File: src/rtl/lsu_mem_stage_pkg.sv
// Shared definitions for the load/store stage: FSM encoding, access sizes, lane helpers.
// No logic of its own; imported by lsu_mem_stage and lsu_lane_align.
// Helpers are pure combinational functions of (size, byte offset).
package lsu_mem_stage_pkg;

    localparam logic [1:0] ST_IDLE = 2'd0;
    localparam logic [1:0] ST_REQ  = 2'd1;
    localparam logic [1:0] ST_WAIT = 2'd2;
    localparam logic [1:0] ST_DONE = 2'd3;

    localparam logic [1:0] SZ_B = 2'b00;
    localparam logic [1:0] SZ_H = 2'b01;
    localparam logic [1:0] SZ_W = 2'b10;

    function automatic logic [3:0] lane_strb(input logic [1:0] size, input logic [1:0] off);
        logic [3:0] strb;
        case (size)
            SZ_B:    strb = 4'b0001 << off;
            SZ_H:    strb = 4'b0011 << off;
            default: strb = 4'b1111;
        endcase
        return strb;
    endfunction

    function automatic logic misaligned(input logic [1:0] size, input logic [1:0] off);
        return ((size == SZ_H) && off[0]) || ((size == SZ_W) && (off != 2'b00));
    endfunction

endpackage

File: src/rtl/lsu_lane_align.sv
// Byte-lane steering between a 32-bit word bus and naturally addressed B/H/W accesses.
// Latency: purely combinational.
// Backpressure: none; the caller holds the inputs stable while the bus handshakes.
module lsu_lane_align
    import lsu_mem_stage_pkg::*;
(
    input  logic [1:0]  off,
    input  logic [1:0]  size,
    input  logic [31:0] wdata_in,
    input  logic [31:0] rdata_in,
    output logic [3:0]  wstrb,
    output logic [31:0] wdata_out,
    output logic [31:0] rdata_out
);

    assign wstrb     = lane_strb(size, off);
    assign wdata_out = wdata_in << {off, 3'b000};
    // Upper bits zero-fill; sign/zero extension by func3 happens in WBU.
    assign rdata_out = rdata_in >> {off, 3'b000};

endmodule

File: src/rtl/lsu_mem_stage.sv
// Load/store stage between EXU and WBU: one instruction at a time, at most one bus transaction.
// Latency: 1 cycle for non-memory ops and misaligned faults, >= 3 cycles for loads/stores.
// Backpressure: in_ready only in IDLE; req fields held until req_ready; out_* held until out_ready.
module lsu_mem_stage
    import lsu_mem_stage_pkg::*;
#(
    parameter int PASS_W = 128
) (
    input  logic              clk,
    input  logic              rst,
    input  logic              in_valid,
    output logic              in_ready,
    input  logic [31:0]       in_alu_out,
    input  logic [31:0]       in_wdata,
    input  logic [2:0]        in_func3,
    input  logic              in_mem_read,
    input  logic              in_mem_write,
    input  logic [PASS_W-1:0] in_pass,
    output logic              req_valid,
    input  logic              req_ready,
    output logic              req_we,
    output logic [31:0]       req_addr,
    output logic [31:0]       req_wdata,
    output logic [3:0]        req_wstrb,
    input  logic              rsp_valid,
    input  logic [31:0]       rsp_rdata,
    input  logic              rsp_err,
    output logic              out_valid,
    input  logic              out_ready,
    output logic [31:0]       out_alu_out,
    output logic [31:0]       out_mem_rdata,
    output logic [2:0]        out_func3,
    output logic              out_mem_read,
    output logic [PASS_W-1:0] out_pass,
    output logic              out_err
);

    logic [1:0]        state_q, state_d;
    logic [31:0]       alu_q, alu_d;
    logic [31:0]       wdata_q, wdata_d;
    logic [2:0]        func3_q, func3_d;
    logic              mem_read_q, mem_read_d;
    logic              mem_write_q, mem_write_d;
    logic [PASS_W-1:0] pass_q, pass_d;
    logic [31:0]       rdata_q, rdata_d;
    logic              err_q, err_d;

    logic [3:0]  lane_wstrb;
    logic [31:0] lane_wdata;
    logic [31:0] lane_rdata;

    lsu_lane_align u_align (
        .off       (alu_q[1:0]),
        .size      (func3_q[1:0]),
        .wdata_in  (wdata_q),
        .rdata_in  (rsp_rdata),
        .wstrb     (lane_wstrb),
        .wdata_out (lane_wdata),
        .rdata_out (lane_rdata)
    );

    always_comb begin
        state_d     = state_q;
        alu_d       = alu_q;
        wdata_d     = wdata_q;
        func3_d     = func3_q;
        mem_read_d  = mem_read_q;
        mem_write_d = mem_write_q;
        pass_d      = pass_q;
        rdata_d     = rdata_q;
        err_d       = err_q;
        case (state_q)
            ST_IDLE: begin
                if (in_valid) begin
                    alu_d       = in_alu_out;
                    wdata_d     = in_wdata;
                    func3_d     = in_func3;
                    mem_read_d  = in_mem_read;
                    // A load+store encoding is treated as a plain load.
                    mem_write_d = in_mem_write & ~in_mem_read;
                    pass_d      = in_pass;
                    rdata_d     = 32'd0;
                    err_d       = 1'b0;
                    if (!(in_mem_read || in_mem_write)) begin
                        state_d = ST_DONE;
                    end else if (misaligned(in_func3[1:0], in_alu_out[1:0])) begin
                        err_d   = 1'b1;
                        state_d = ST_DONE;
                    end else begin
                        state_d = ST_REQ;
                    end
                end
            end
            ST_REQ: begin
                if (req_ready) begin
                    state_d = ST_WAIT;
                end
            end
            ST_WAIT: begin
                if (rsp_valid) begin
                    rdata_d = mem_read_q ? lane_rdata : 32'd0;
                    err_d   = rsp_err;
                    state_d = ST_DONE;
                end
            end
            ST_DONE: begin
                if (out_ready) begin
                    state_d = ST_IDLE;
                end
            end
            default: state_d = ST_IDLE;
        endcase
    end

    always_ff @(posedge clk) begin
        if (rst) begin
            state_q     <= ST_IDLE;
            alu_q       <= 32'd0;
            wdata_q     <= 32'd0;
            func3_q     <= 3'd0;
            mem_read_q  <= 1'b0;
            mem_write_q <= 1'b0;
            pass_q      <= '0;
            rdata_q     <= 32'd0;
            err_q       <= 1'b0;
        end else begin
            state_q     <= state_d;
            alu_q       <= alu_d;
            wdata_q     <= wdata_d;
            func3_q     <= func3_d;
            mem_read_q  <= mem_read_d;
            mem_write_q <= mem_write_d;
            pass_q      <= pass_d;
            rdata_q     <= rdata_d;
            err_q       <= err_d;
        end
    end

    assign in_ready      = (state_q == ST_IDLE);
    assign req_valid     = (state_q == ST_REQ);
    assign req_we        = mem_write_q;
    assign req_addr      = alu_q;
    assign req_wdata     = lane_wdata;
    assign req_wstrb     = mem_write_q ? lane_wstrb : 4'b0000;
    assign out_valid     = (state_q == ST_DONE);
    assign out_alu_out   = alu_q;
    assign out_mem_rdata = rdata_q;
    assign out_func3     = func3_q;
    assign out_mem_read  = mem_read_q;
    assign out_pass      = pass_q;
    assign out_err       = err_q;

endmodule

File: config.mk
export PLATFORM = sky130hd
export DESIGN_NAME = lsu_mem_stage
export DESIGN_NICKNAME = d
export VERILOG_FILES = /design/src/rtl/lsu_mem_stage_pkg.sv /design/src/rtl/lsu_lane_align.sv /design/src/rtl/lsu_mem_stage.sv
export SDC_FILE = /design/constraint.sdc
export NUM_CORES = 1
export LEC_CHECK = 0
export ABC_AREA = 1
export BUFFER_PORTS_ARGS = -buffer_cell sky130_fd_sc_hd__buf_2
export CORE_AREA = 2 2 198 200
export DETAILED_ROUTE_END_ITERATION = 10
export DIE_AREA = 0 0 200 202
export GPL_ROUTABILITY_DRIVEN = 0
export SLEW_MARGIN = 20
export SYNTH_ARGS = -nofsm -noshare
export SYNTH_HDL_FRONTEND = slang
export SYNTH_SLANG_ARGS = --single-unit
File: constraint.sdc
create_clock -name clk -period 1.6 [get_ports clk]
set_clock_uncertainty 0.05 [all_clocks]
set_input_delay 0.24 -clock clk [delete_from_list [all_inputs] [get_ports clk]]
set_output_delay 0.24 -clock clk [all_outputs]
set_load 0.01 [all_outputs]
==> impl_metrics.json <==
{
  "cp-end-kind": "output pin",
  "crit_path_start_kind": "flop",
  "start_util_pct": 25.1,
  "synthMuxAreaShare_pct": 0,
  "synth_fa_ha_area_share_pct": 0.650,
  "dieHeight_um": 202,
  "die_x_um": 200,
  "violations": "setup timing",
  "finalNetCount": 2230,
  "drv_slew": 0,
  "clock_insertion_delay_worst_skew_ns": 0.54,
  "vias": 11600,
  "ys_types": 28,
  "r2r_slack_ns": 0,
  "holdPathEnd": "out_alu_out[1]",
  "cts_tree": "built",
  "rsz0062_at_grt": "true",
  "synth_warnings": 0,
  "placed_area_sq_mm": 0.0126,
  "grt_usage_pct": 18.9,
  "cts-root-buf": "clkbuf_16",
  "syn-cell-area_sq_mm": 0.00963,
  "drtPass1Iterations": 7,
  "syn2layout_area_growth_pct": 75.7,
  "ys_ff_latch": 232,
  "clk_pin_slew_ns": 0.06,
  "min_path_cells": 3,
  "core-area_sq_mm": 0.0383,
  "clockBufferDepth": 3,
  "drtIter0Drc": 496,
  "clock_power_share_pct": 22.8,
  "setup_viol": 41,
  "worstMarginPinSlew_ns": 0.599,
  "via_per_inst": 4.58,
  "p_leak_nw": 7.92,
  "syn_nets": 1535,
  "synth_edf_count": 0,
  "p_total_mw": 29.0,
  "hpwlAfterDp_mm": 27.6,
  "utilization_pct": 44.2,
  "post_drt_wl_per_cell_um": 17.1,
  "min_period_ns": 2.01,
  "r2r_cells": 10,
  "synth-compound-area-share_pct": 15.6,
  "critPathArrivalTime_ns": 1.72,
  "pwr_density_cell_mw_per_mm2": 1720,
  "max-cap-violations": 0,
  "ir_drop_v": 0.00108,
  "mostFrequentLayoutCell": "buf_2",
  "finalHoldViolations": 0,
  "synth-xor-area-share_pct": 0,
  "timing.rr.start": "state_q[0]",
  "place_ws_ns": -0.117,
  "grt_antenna_before_repair": 2,
  "yosys.area.top_type": "dfxtp_1",
  "combPwrFrac_pct": 48.6,
  "cts-buffers-inserted": 27,
  "setup_slack_ns": -0.409,
  "swShare_pct": 40.4,
  "synth_top_family_by_area": "simple AND/OR/NAND/NOR gates",
  "worstSetupPathType": "reg2out",
  "most-common-layout-cells": "486 x buf_2, 385 x nor2_1, 227 x dfxtp_1, 199 x dlygate4sd3_1, 166 x o21ai_0",
  "seqPwrFrac_pct": 28.6,
  "async_reset_ff_share_pct": 0,
  "die_area_sq_mm": 0.0404,
  "synth-simple-area-share_pct": 26.0,
  "fmax_ghz": 0.498,
  "grt_pass1_vias": 11300,
  "status": "finished, violations left",
  "r2r_end": "out_mem_rdata[25]",
  "num_rows": 72,
  "synthTopCellsByArea": "dfxtp_1 48%, nor2_1 16%, o21ai_0 11%",
  "avgSynthCellArea_sq_um": 7.44,
  "cp.required_ns": 1.31,
  "p_sw_mw": 11.7,
  "final_antenna_net_count": 0,
  "hold_path.startpoint": "in_alu_out[1]",
  "fin_area_sq_mm": 0.0169,
  "synth_top_area_share_pct": 48.2,
  "slew_headroom_pct": 60.1,
  "worstHoldPathType": "in2reg",
  "grt_start_max_net_pins": 79,
  "overflow": 0,
  "p_int_mw": 17.3,
  "drc": 0,
  "htreeDepth": 1,
  "grt_pass1_wl_mm": 60.8,
  "io_pins": 505,
  "ys_seq_area_share_pct": 48.2,
  "syn_inst": 1294,
  "port_buffers": 504,
  "cts_num_sinks": 232,
  "drive_gt1_share_pct": 38.9,
  "path_max_fanout": 10,
  "min_period_over_period_pct": 126,
  "routed_wl_mm": 43.3,
  "synthFlopType": "dfxtp_1"
}
## flip-flops by register name, summed over array words and instances (netlist names)
register       flops
out_alu_out       32
out_func3          3
req_we             1
out_mem_rdata     32
wdata_q           32
out_err            1
out_mem_read       1
out_pass         128
state_q            2
## cell usage after synthesis, types with 3 or more instances
library cell    n
ha_1            5
inv_2           3
buf_2          27
buf_6           9
a21oi_1        37
o22ai_1         6
clkbuf_1       39
nand2_2        23
o21ai_0       206
nand2_1       115
a21oi_2        20
nor2_1        404
dfxtp_1       232
inv_1          34
o21ai_1         8
nand3_1        66
buf_4          43
## per-layer routing
metal / part of all wire [%] / vias up / wire (um) / GRT usage, %
li1: - / 5542 / - / -
met1: 39 / 5392 / 16800 / 21.3
met2: 50 / 542 / 21500 / 34.3
met3: 7.9 / 101 / 3440 / 4.49
met4: 3.5 / 2 / 1540 / 6.53
met5: 0.030 / - / 13 / 0
## kinds of logic after synthesis
family,after synthesis
DFF,232
adders and majority gates,5
and+or+nand+nor,616
AOI/OAI and AO/OA,281
buffers and inverters,160
## critical path, cell delays in order (launching register included)
cell and delay (ns):
dfxtp_4 0.43, buf_12 0.17, nor2_4 0.05, buf_6 0.12
a211oi_4 0.16, nor2_1 0.09, buf_2 0.14
## cell type report
| class | count | area (sq um) |
|---|---|---|
| flip-flops and latches | 232 | 4660 |
| clock buffers | 36 | 749 |
| repair buffers | 783 | 5800 |
| fillers | 3627 | 21400 |
| multi-input cells | 904 | 4630 |
| repair inverters | 3 | 33.8 |
| well taps | 518 | 648 |
| inverters | 38 | 199 |
| clock inverters | 14 | 201 |
| diodes | 2 | 5.00 |
## how the worst max path moves through the flow
stage,from,to,depth (start not counted)
CTS,out_alu_out[0],req_wdata[3],5
finish,out_alu_out[0],req_wstrb[2],6
global route,out_alu_out[0],req_wstrb[2],6
global placement,out_alu_out[0],req_wdata[25],4
floorplan,state_q[0],out_mem_rdata[10],9
detailed placement,state_q[0],wdata_q[10],6
## power groups by stage
stage          combinational (mW)  clock [mW]  sequential [mW]
2_1_floorplan                6.07           0             8.73
3_3_place_gp                 10.2           0             8.21
3_5_place_dp                 10.3           0             8.26
4_1_cts                      11.5        6.76             8.20
5_1_grt                      15.2        7.02             8.49
6_report                     14.1        6.63             8.30
## timing repair
action / in CTS / in global routing
buffers inserted: 5 / 16
pin swaps: 11 / 34
hold endpoints to repair: 198 / 0
setup endpoints to repair: 259 / 118
cloned: 2 / 16
hold buffers: 199 / 0
resized for setup: 77 / 170
## stage by stage
stage / hold WS [ns] / instances / setup TNS [ns]
after floorplan: 0.339 / 1294 / 0
after global placement: 0.400 / 2243 / -0.874
after detailed placement: 0.404 / 2243 / -11.86
after CTS: 0.00585 / 2499 / -12.79
after global routing: 0.0389 / 2528 / -14.49
final: 0.00364 / 2530 / -11.01
Power figures use the tool's default switching activity.
